==> src/rtl/pe_pkg.sv <==
// Shared definitions for the pe_mac_lanes processing element:
// the sequence-tracking FSM encoding and the accumulator width floor.
package pe_pkg;

   // Sequence tracking: IDLE waits for a first beat, ACCUM is inside a sequence.
   typedef enum logic [0:0] {
      ST_IDLE  = 1'b0,
      ST_ACCUM = 1'b1
   } pe_state_e;

   // Smallest accumulator that holds one beat's full sum of LANES products.
   function automatic int unsigned acc_width_min(input int unsigned width,
                                                 input int unsigned lanes);
      return 2 * width + $clog2(lanes);
   endfunction

endpackage

==> src/rtl/pe_lane_sum.sv <==
// Combinational adder tree: LANES full-width products, each extended to
// ACC_WIDTH (sign- or zero-extended per SIGNED), summed modulo 2^ACC_WIDTH.
// Ports:
//   prod  - LANES packed products of 2*WIDTH bits, lane 0 at LSBs
//   sum_c - ACC_WIDTH sum of all lanes (combinational)
module pe_lane_sum
   import pe_pkg::*;
#(
   parameter int unsigned WIDTH     = 16,
   parameter int unsigned LANES     = 4,
   parameter int unsigned ACC_WIDTH = 40,
   parameter bit          SIGNED    = 1'b1
) (
   input  logic [LANES*2*WIDTH-1:0] prod,
   output logic [ACC_WIDTH-1:0]     sum_c
);

   localparam int unsigned PW = 2 * WIDTH;

   // Extend each lane to the accumulator width and add.
   always_comb begin
      sum_c = '0;
      for (int unsigned i = 0; i < LANES; i++) begin
         if (SIGNED) begin
            sum_c = sum_c + ACC_WIDTH'($signed(prod[i*PW +: PW]));
         end else begin
            sum_c = sum_c + ACC_WIDTH'(prod[i*PW +: PW]);
         end
      end
   end

endmodule

==> src/rtl/pe_mac_lanes.sv <==
// Systolic multi-lane MAC processing element.
// Operands flow west->east (a) and north->south (b) with one cycle of
// forwarding; accepted beats are multiplied per lane (stage 1), summed into
// an accumulator (stage 2), and a completed sequence result is buffered and
// merged into the drain chain ahead of upstream drain data.
// Ports:
//   clk, reset                  - clock, synchronous active-high reset
//   in_valid/in_ready           - operand beat handshake
//   in_first/in_last            - sequence delimiters
//   in_a/in_b                   - LANES operands each, lane 0 at LSBs
//   out_valid/out_a/out_b/
//   out_first/out_last          - registered copy of the accepted beat
//   drain_in_valid/ready/data   - upstream result chain input
//   drain_out_valid/data,
//   drain_ready                 - result chain output
//   acc_ovf                     - sticky overflow of current/last sequence
//   protocol_err                - sticky framing error
module pe_mac_lanes
   import pe_pkg::*;
#(
   parameter int unsigned WIDTH     = 16,
   parameter int unsigned LANES     = 4,
   parameter int unsigned ACC_WIDTH = 40,
   parameter bit          SIGNED    = 1'b1
) (
   input  logic                   clk,
   input  logic                   reset,
   input  logic                   in_valid,
   output logic                   in_ready,
   input  logic                   in_first,
   input  logic                   in_last,
   input  logic [LANES*WIDTH-1:0] in_a,
   input  logic [LANES*WIDTH-1:0] in_b,
   output logic                   out_valid,
   output logic [LANES*WIDTH-1:0] out_a,
   output logic [LANES*WIDTH-1:0] out_b,
   output logic                   out_first,
   output logic                   out_last,
   input  logic                   drain_in_valid,
   output logic                   drain_in_ready,
   input  logic [ACC_WIDTH-1:0]   drain_in_data,
   output logic                   drain_out_valid,
   input  logic                   drain_ready,
   output logic [ACC_WIDTH-1:0]   drain_out_data,
   output logic                   acc_ovf,
   output logic                   protocol_err
);

   localparam int unsigned DW      = LANES * WIDTH;
   localparam int unsigned PW      = 2 * WIDTH;
   localparam int unsigned ACC_MIN = acc_width_min(WIDTH, LANES);

   if (ACC_WIDTH < ACC_MIN) begin : g_acc_width_check
      $error("pe_mac_lanes: ACC_WIDTH below 2*WIDTH+clog2(LANES)");
   end

   pe_state_e               state_q, state_d;
   logic                    out_valid_q, out_valid_d;
   logic [DW-1:0]           out_a_q, out_a_d, out_b_q, out_b_d;
   logic                    out_first_q, out_first_d, out_last_q, out_last_d;
   logic                    s1_valid_q, s1_valid_d;
   logic                    s1_first_q, s1_first_d, s1_last_q, s1_last_d;
   logic [LANES*PW-1:0]     s1_prod_q, s1_prod_d;
   logic [ACC_WIDTH-1:0]    acc_q, acc_d;
   logic                    acc_ovf_q, acc_ovf_d;
   logic [ACC_WIDTH-1:0]    res_buf_q, res_buf_d;
   logic                    res_valid_q, res_valid_d;
   logic                    dout_valid_q, dout_valid_d;
   logic [ACC_WIDTH-1:0]    dout_data_q, dout_data_d;
   logic                    prot_err_q, prot_err_d;

   logic                    beat_c, acc_beat_c, err_c;
   logic [LANES*PW-1:0]     prod_c;
   logic [ACC_WIDTH-1:0]    sum_c, base_c, add_c;
   logic                    carry_c, ovf_now_c;
   logic                    res_load_c, res_xfer_c, din_take_c;

   // Operand extension to product width so a plain multiply yields the full product.
   function automatic logic [PW-1:0] ext_op(input logic [WIDTH-1:0] x);
      return SIGNED ? {{WIDTH{x[WIDTH-1]}}, x} : {{WIDTH{1'b0}}, x};
   endfunction

   // Stall while a result is on its way to, or sitting in, the result buffer.
   assign in_ready       = !res_valid_q && !(s1_valid_q && s1_last_q);
   assign beat_c         = in_valid && in_ready;
   assign drain_in_ready = (!dout_valid_q || drain_ready) && !res_valid_q;

   // Per-lane products of the incoming beat.
   always_comb begin
      prod_c = '0;
      for (int unsigned i = 0; i < LANES; i++) begin
         prod_c[i*PW +: PW] = ext_op(in_a[i*WIDTH +: WIDTH]) * ext_op(in_b[i*WIDTH +: WIDTH]);
      end
   end

   pe_lane_sum #(
      .WIDTH     (WIDTH),
      .LANES     (LANES),
      .ACC_WIDTH (ACC_WIDTH),
      .SIGNED    (SIGNED)
   ) u_lane_sum (
      .prod  (s1_prod_q),
      .sum_c (sum_c)
   );

   // Sequence FSM: decides whether an accepted beat accumulates and flags framing errors.
   always_comb begin
      state_d    = state_q;
      acc_beat_c = 1'b0;
      err_c      = 1'b0;
      if (beat_c) begin
         unique case (state_q)
            ST_IDLE: begin
               if (in_first) begin
                  acc_beat_c = 1'b1;
                  state_d    = in_last ? ST_IDLE : ST_ACCUM;
               end else begin
                  err_c = 1'b1;
               end
            end
            ST_ACCUM: begin
               acc_beat_c = 1'b1;
               err_c      = in_first;
               state_d    = in_last ? ST_IDLE : ST_ACCUM;
            end
            default: state_d = ST_IDLE;
         endcase
      end
   end

   // Forwarding, stage 1, stage 2, result buffer and drain merge.
   always_comb begin
      out_valid_d = beat_c;
      out_a_d     = out_a_q;
      out_b_d     = out_b_q;
      out_first_d = out_first_q;
      out_last_d  = out_last_q;
      if (beat_c) begin
         out_a_d     = in_a;
         out_b_d     = in_b;
         out_first_d = in_first;
         out_last_d  = in_last;
      end

      s1_valid_d = acc_beat_c;
      s1_first_d = s1_first_q;
      s1_last_d  = s1_last_q;
      s1_prod_d  = s1_prod_q;
      if (acc_beat_c) begin
         s1_first_d = in_first;
         s1_last_d  = in_last;
         s1_prod_d  = prod_c;
      end

      // A first beat restarts from zero, discarding any partial sum.
      base_c             = s1_first_q ? '0 : acc_q;
      {carry_c, add_c}   = {1'b0, base_c} + {1'b0, sum_c};
      ovf_now_c          = SIGNED ? ((base_c[ACC_WIDTH-1] == sum_c[ACC_WIDTH-1]) &&
                                     (add_c[ACC_WIDTH-1] != base_c[ACC_WIDTH-1]))
                                  : carry_c;
      acc_d     = acc_q;
      acc_ovf_d = acc_ovf_q;
      if (s1_valid_q) begin
         acc_d     = add_c;
         acc_ovf_d = s1_first_q ? ovf_now_c : (acc_ovf_q || ovf_now_c);
      end

      res_load_c  = s1_valid_q && s1_last_q;
      res_xfer_c  = res_valid_q && (!dout_valid_q || drain_ready);
      din_take_c  = drain_in_valid && drain_in_ready;
      res_buf_d   = res_load_c ? add_c : res_buf_q;
      res_valid_d = res_load_c ? 1'b1 : (res_xfer_c ? 1'b0 : res_valid_q);

      // Local result wins over upstream data; drain_in_ready already excludes the clash.
      dout_valid_d = dout_valid_q;
      dout_data_d  = dout_data_q;
      if (res_xfer_c) begin
         dout_valid_d = 1'b1;
         dout_data_d  = res_buf_q;
      end else if (din_take_c) begin
         dout_valid_d = 1'b1;
         dout_data_d  = drain_in_data;
      end else if (drain_ready) begin
         dout_valid_d = 1'b0;
      end

      prot_err_d = prot_err_q || err_c;
   end

   always_ff @(posedge clk) begin
      if (reset) begin
         state_q      <= ST_IDLE;
         out_valid_q  <= 1'b0;
         out_a_q      <= '0;
         out_b_q      <= '0;
         out_first_q  <= 1'b0;
         out_last_q   <= 1'b0;
         s1_valid_q   <= 1'b0;
         s1_first_q   <= 1'b0;
         s1_last_q    <= 1'b0;
         s1_prod_q    <= '0;
         acc_q        <= '0;
         acc_ovf_q    <= 1'b0;
         res_buf_q    <= '0;
         res_valid_q  <= 1'b0;
         dout_valid_q <= 1'b0;
         dout_data_q  <= '0;
         prot_err_q   <= 1'b0;
      end else begin
         state_q      <= state_d;
         out_valid_q  <= out_valid_d;
         out_a_q      <= out_a_d;
         out_b_q      <= out_b_d;
         out_first_q  <= out_first_d;
         out_last_q   <= out_last_d;
         s1_valid_q   <= s1_valid_d;
         s1_first_q   <= s1_first_d;
         s1_last_q    <= s1_last_d;
         s1_prod_q    <= s1_prod_d;
         acc_q        <= acc_d;
         acc_ovf_q    <= acc_ovf_d;
         res_buf_q    <= res_buf_d;
         res_valid_q  <= res_valid_d;
         dout_valid_q <= dout_valid_d;
         dout_data_q  <= dout_data_d;
         prot_err_q   <= prot_err_d;
      end
   end

   assign out_valid       = out_valid_q;
   assign out_a           = out_a_q;
   assign out_b           = out_b_q;
   assign out_first       = out_first_q;
   assign out_last        = out_last_q;
   assign drain_out_valid = dout_valid_q;
   assign drain_out_data  = dout_data_q;
   assign acc_ovf         = acc_ovf_q;
   assign protocol_err    = prot_err_q;

endmodule

==> config.mk <==
export PLATFORM = sky130hd
export DESIGN_NAME = pe_mac_lanes
export DESIGN_NICKNAME = d
export VERILOG_FILES = /design/src/rtl/pe_pkg.sv /design/src/rtl/pe_lane_sum.sv /design/src/rtl/pe_mac_lanes.sv
export SDC_FILE = /design/constraint.sdc
export NUM_CORES = 2
export LEC_CHECK = 0
export ABC_AREA = 1
export CORE_MARGIN = 1
export CORE_UTILIZATION = 50
export CTS_CLUSTER_DIAMETER = 100
export DETAILED_ROUTE_END_ITERATION = 6
export HOLD_SLACK_MARGIN = 0.06
export PLACE_DENSITY = 0.75
export SLEW_MARGIN = 20
export SYNTH_ARGS = -nofsm -noshare
export SYNTH_HDL_FRONTEND = slang
export SYNTH_SLANG_ARGS = --single-unit
==> constraint.sdc <==
create_clock -name clk -period 8.1 [get_ports clk]
set_input_delay 1.62 -clock clk [delete_from_list [all_inputs] [get_ports clk]]
set_output_delay 1.62 -clock clk [all_outputs]
set_load 0.02 [all_outputs]
==> Flow_metrics.wiki <==
{| class="wikitable"
! Metric !! Value
|-
| Starting density of the core || 50.7%
|-
| Weighted congestion at the end of routability-driven global placement || 0.980
|-
| Height of the chip || 357 um
|-
| Total overflow reported by the global router || 0
|-
| Setup repair after global routing missed its margin || false
|-
| Arr. time, crit path || 7990 ps
|-
| Area growth from synthesis to layout || 11.6%
|-
| Post_cts resized || 0
|-
| CTS Hold Bufs || 0
|-
| DRC violations left || 1
|-
| Data required time at the worst endpoint || 8680 ps
|-
| Area used by multi-input combinational logic || 45800 um^2
|-
| Area of the die || 127000 um^2
|-
| Category of the most critical setup path || in -> reg
|-
| End of the worst register-to-register path || res_buf_q[25]$_SDFFE_PP0P_
|-
| Setup Total Neg Slack || 0 ps
|-
| Number of synthesis warnings || 0
|-
| Mean instance size in the synthesized netlist || 7.50 um^2
|-
| WP depth || 20
|-
| Leading cell types by count after synthesis || inv_1, nand2_1, fa_1
|-
| Fraction of the cycle the final worst path needs || 91.4%
|-
| Number of H-tree branching levels || 2
|-
| Most common flop cell mapped by yosys || dfxtp_1
|-
| Fraction of layout cells with a size suffix above 1 || 4.75%
|-
| Via count of the routed design || 53952
|-
| Buffering stage count on the worst path with inverters included || 6
|-
| Number of iterations in the first detailed-routing pass || 7
|-
| Total clock sinks || 387
|-
| Number of antenna-violating nets in the routed design || 0
|-
| Top cell type's share of synthesized area || 34.4%
|-
| Number of antenna violations at the first check in global routing || 3
|-
| Remaining max-slew budget at the tightest pin || 41.6%
|-
| Largest delay contributor family on the critical path || adder cells
|-
| Slowest Stage Delay on Critical Path || 800 ps
|-
| Area of all sequential standard cells || 7750 um^2
|-
| Share of the yosys chip area belonging to registers || 12.3%
|-
| Mapped Nets || 10089
|-
| Cell at the root of the clock tree || clkbuf_16
|-
| Average wire per standard cell || 17.6 um
|-
| Post-CTS Repair Setup Buffers || 0
|-
| Detailed-placement wirelength estimate || 152 mm
|-
| Final routed wirelength across all metal layers || 181 mm
|-
| Filler cells || 11510
|-
| Path class of the lowest-slack min-delay path || reg -> reg
|-
| Transition at the pin with the smallest max-transition slack || 876 ps
|-
| Max capacitance violation total || 0
|-
| Post-layout net count || 10304
|-
| Post-synthesis instance area || 63000 um^2
|-
| Post-synth top area cell || fa_1
|-
| Worst R2R Setup Slack || 1480 ps
|-
| Worst setup path startpoint || in_a[31]
|-
| Post-synth cell types || 58
|-
| IO Pins || 351
|-
| Top cells by area, synth || fa_1, inv_1, dfxtp_1
|-
| CTS tree || yes
|-
| Violations in the final reports || design-rule violations
|-
| Post-synthesis instance total || 8394
|-
| Total GRT Usage || 29.1%
|-
| Count of port buffers added during placement || 350
|-
| Wire length of the first global-routing pass || 295 mm
|-
| Worst-Skew Late Latency || 680 ps
|-
| Sequence of cells on the critical path || clkdlybuf4s50_1 > buf_4 > nand2_1 > inv_1 > fa_1 > fa_1 > inv_1 > fa_1 > fa_1 > fa_1 > fa_1 > inv_1 > ha_1 > nand2_1 > nor4_1 > nand3_1 > nand4_1 > nand3_1 > o211ai_1 > inv_1
|-
| FMAX || 135 MHz
|-
| FFs w/ async S/R, synth || 0%
|-
| CP Capture Type || register
|-
| Sort of element at the start of the critical path || input port
|-
| CTS clk-pin slew, worst paths || 60 ps
|-
| Critical path fanouts, max || 12
|-
| EDFF count, synth || 0
|-
| Horizontal die dimension || 357 um
|-
| Drt first-iter violations || 4250
|-
| Core ar. || 124000 um^2
|-
| Number of global-route vias before repair || 55870
|-
| Inserted Clock Buffers || 52
|-
| Number of hold violations in the final report || 0
|-
| Flip-flop and latch count after synthesis || 387
|-
| Reg-to-Reg Start || s1_prod_q[65]$_SDFFE_PP0P_
|-
| Largest net degree at the start of global routing || 167
|-
| Setup Viol. Count Final || 0
|-
| Worst r2r path cells || 31
|-
| Start point of the worst hold path || out_a[2]$_SDFFE_PP0P_
|-
| Number of placement rows || 129
|-
| Number of pins exceeding their max-slew limit in the final report || 0
|-
| Dominant cell type by count on the critical path || fa_1
|-
| Worst clock skew || 59.8 ps
|-
| Via density || 5.24
|-
| Min Clock Period, post-route || 7400 ps
|-
| Worst setup endpoint || s1_prod_q[60]$_SDFFE_PP0P_
|-
| Slowest stage cell, crit path || fa_1
|-
| Most frequent cell after synthesis || inv_1
|-
| Maximum root-to-sink buffer count || 3
|-
| Run status || complete, but fails checks
|}
[worst register-to-register path, delay by kind of cell (launching register included)]
kind / cells / cell delay [ps]
buffers and inverters: 6 / 490
AOI/OAI and AO/OA: 7 / 1580
adders and majority gates: 5 / 1810
and+or+nand+nor: 11 / 1770
DFF: 1 / 300
xor gates and xnor gates: 2 / 590
[layout make-up]
cell class	count	area share (%)
Multi-Input combinational cell	5516	65.2
Inverter	2107	11.3
Sequential cell	387	11.0
Timing Repair Buffer	545	7.15
Tap cell	1637	2.91
Clock buffer	68	2.09
Clock inverter	28	0.374
Antenna cell	1	0.00356
[worst min path at each step]
stage | end | cells past startpoint
global route | out_a[0]$_SDFFE_PP0P_ | 2
global placement | state_q$_SDFFE_PP0P_ | 2
floorplan | res_buf_q[0]$_SDFFE_PP0P_ | 2
finish | out_a[2]$_SDFFE_PP0P_ | 2
detailed placement | res_buf_q[0]$_SDFFE_PP0P_ | 2
CTS | res_buf_q[0]$_SDFFE_PP0P_ | 2
[placed cells by master, fill, tap and decap left out, drive strengths merged, types with 2 or more instances in the layout]
master / instances
a221oi: 30
o21a: 43
o21bai: 66
clkdlybuf4s50: 349
nand4: 35
o31ai: 5
a21o: 21
o211ai: 43
nor2b: 2
xnor2: 62
nor3: 54
clkbuf: 69
nor2: 437
o311ai: 4
o21ai: 297
a211oi: 7
buf: 195
o221ai: 7
nand3: 234
nand2: 1953
nor4: 13
and2: 2
a21oi: 479
inv: 2118
xor2: 87
and3: 2
ha: 437
clkinvlp: 3
a21boi: 9
clkinv: 14
or2: 69
dfxtp: 387
a31oi: 23
nand3b: 8
fa: 1083
a31o: 2
[cell families after synthesis]
logic type      after synthesis  synth area share (%)
simple gates               2809                  18.1
buf+inv                    2491                  15.0
fa+ha+maj                  1520                  43.1
compound gates             1038                  9.47
flops                       387                  12.3
xor+xnor                    149                  2.07
[through the flow]
step                hold slack (ps)  util (%)  std cells  setup slack (ps)  cell area [um^2]
finish                          463      56.5      10289               698             70300
global route                    478      56.5      10289               350             70300
CTS                             464      56.5      10288               773             70300
detailed placement              454      55.1      10192              28.1             68500
global placement                440      55.1      10192              97.1             68500
floorplan                       430         -       8394              1010             63000
[sequential cells by signal, summed over array words and instances (netlist names), 40 cells and up]
register        flops
acc_q              40
res_buf_q          40
out_b              64
out_a              64
s1_prod_q         128
drain_out_data     40
[per-layer routing]
metal / vias up / part of all wire [%] / GRT usage, %
met2: 1822 / 49 / 50.4
met1: 26450 / 42 / 38.0
met4: 2 / 3.0 / 8.36
li1: 25346 / - / -
met3: 332 / 6.5 / 3.70
met5: - / 0.0066 / 0
Power is left out: the tool's default activity adds up to more than one toggle a clock period on the data nets, which glitch-free logic cannot reach.
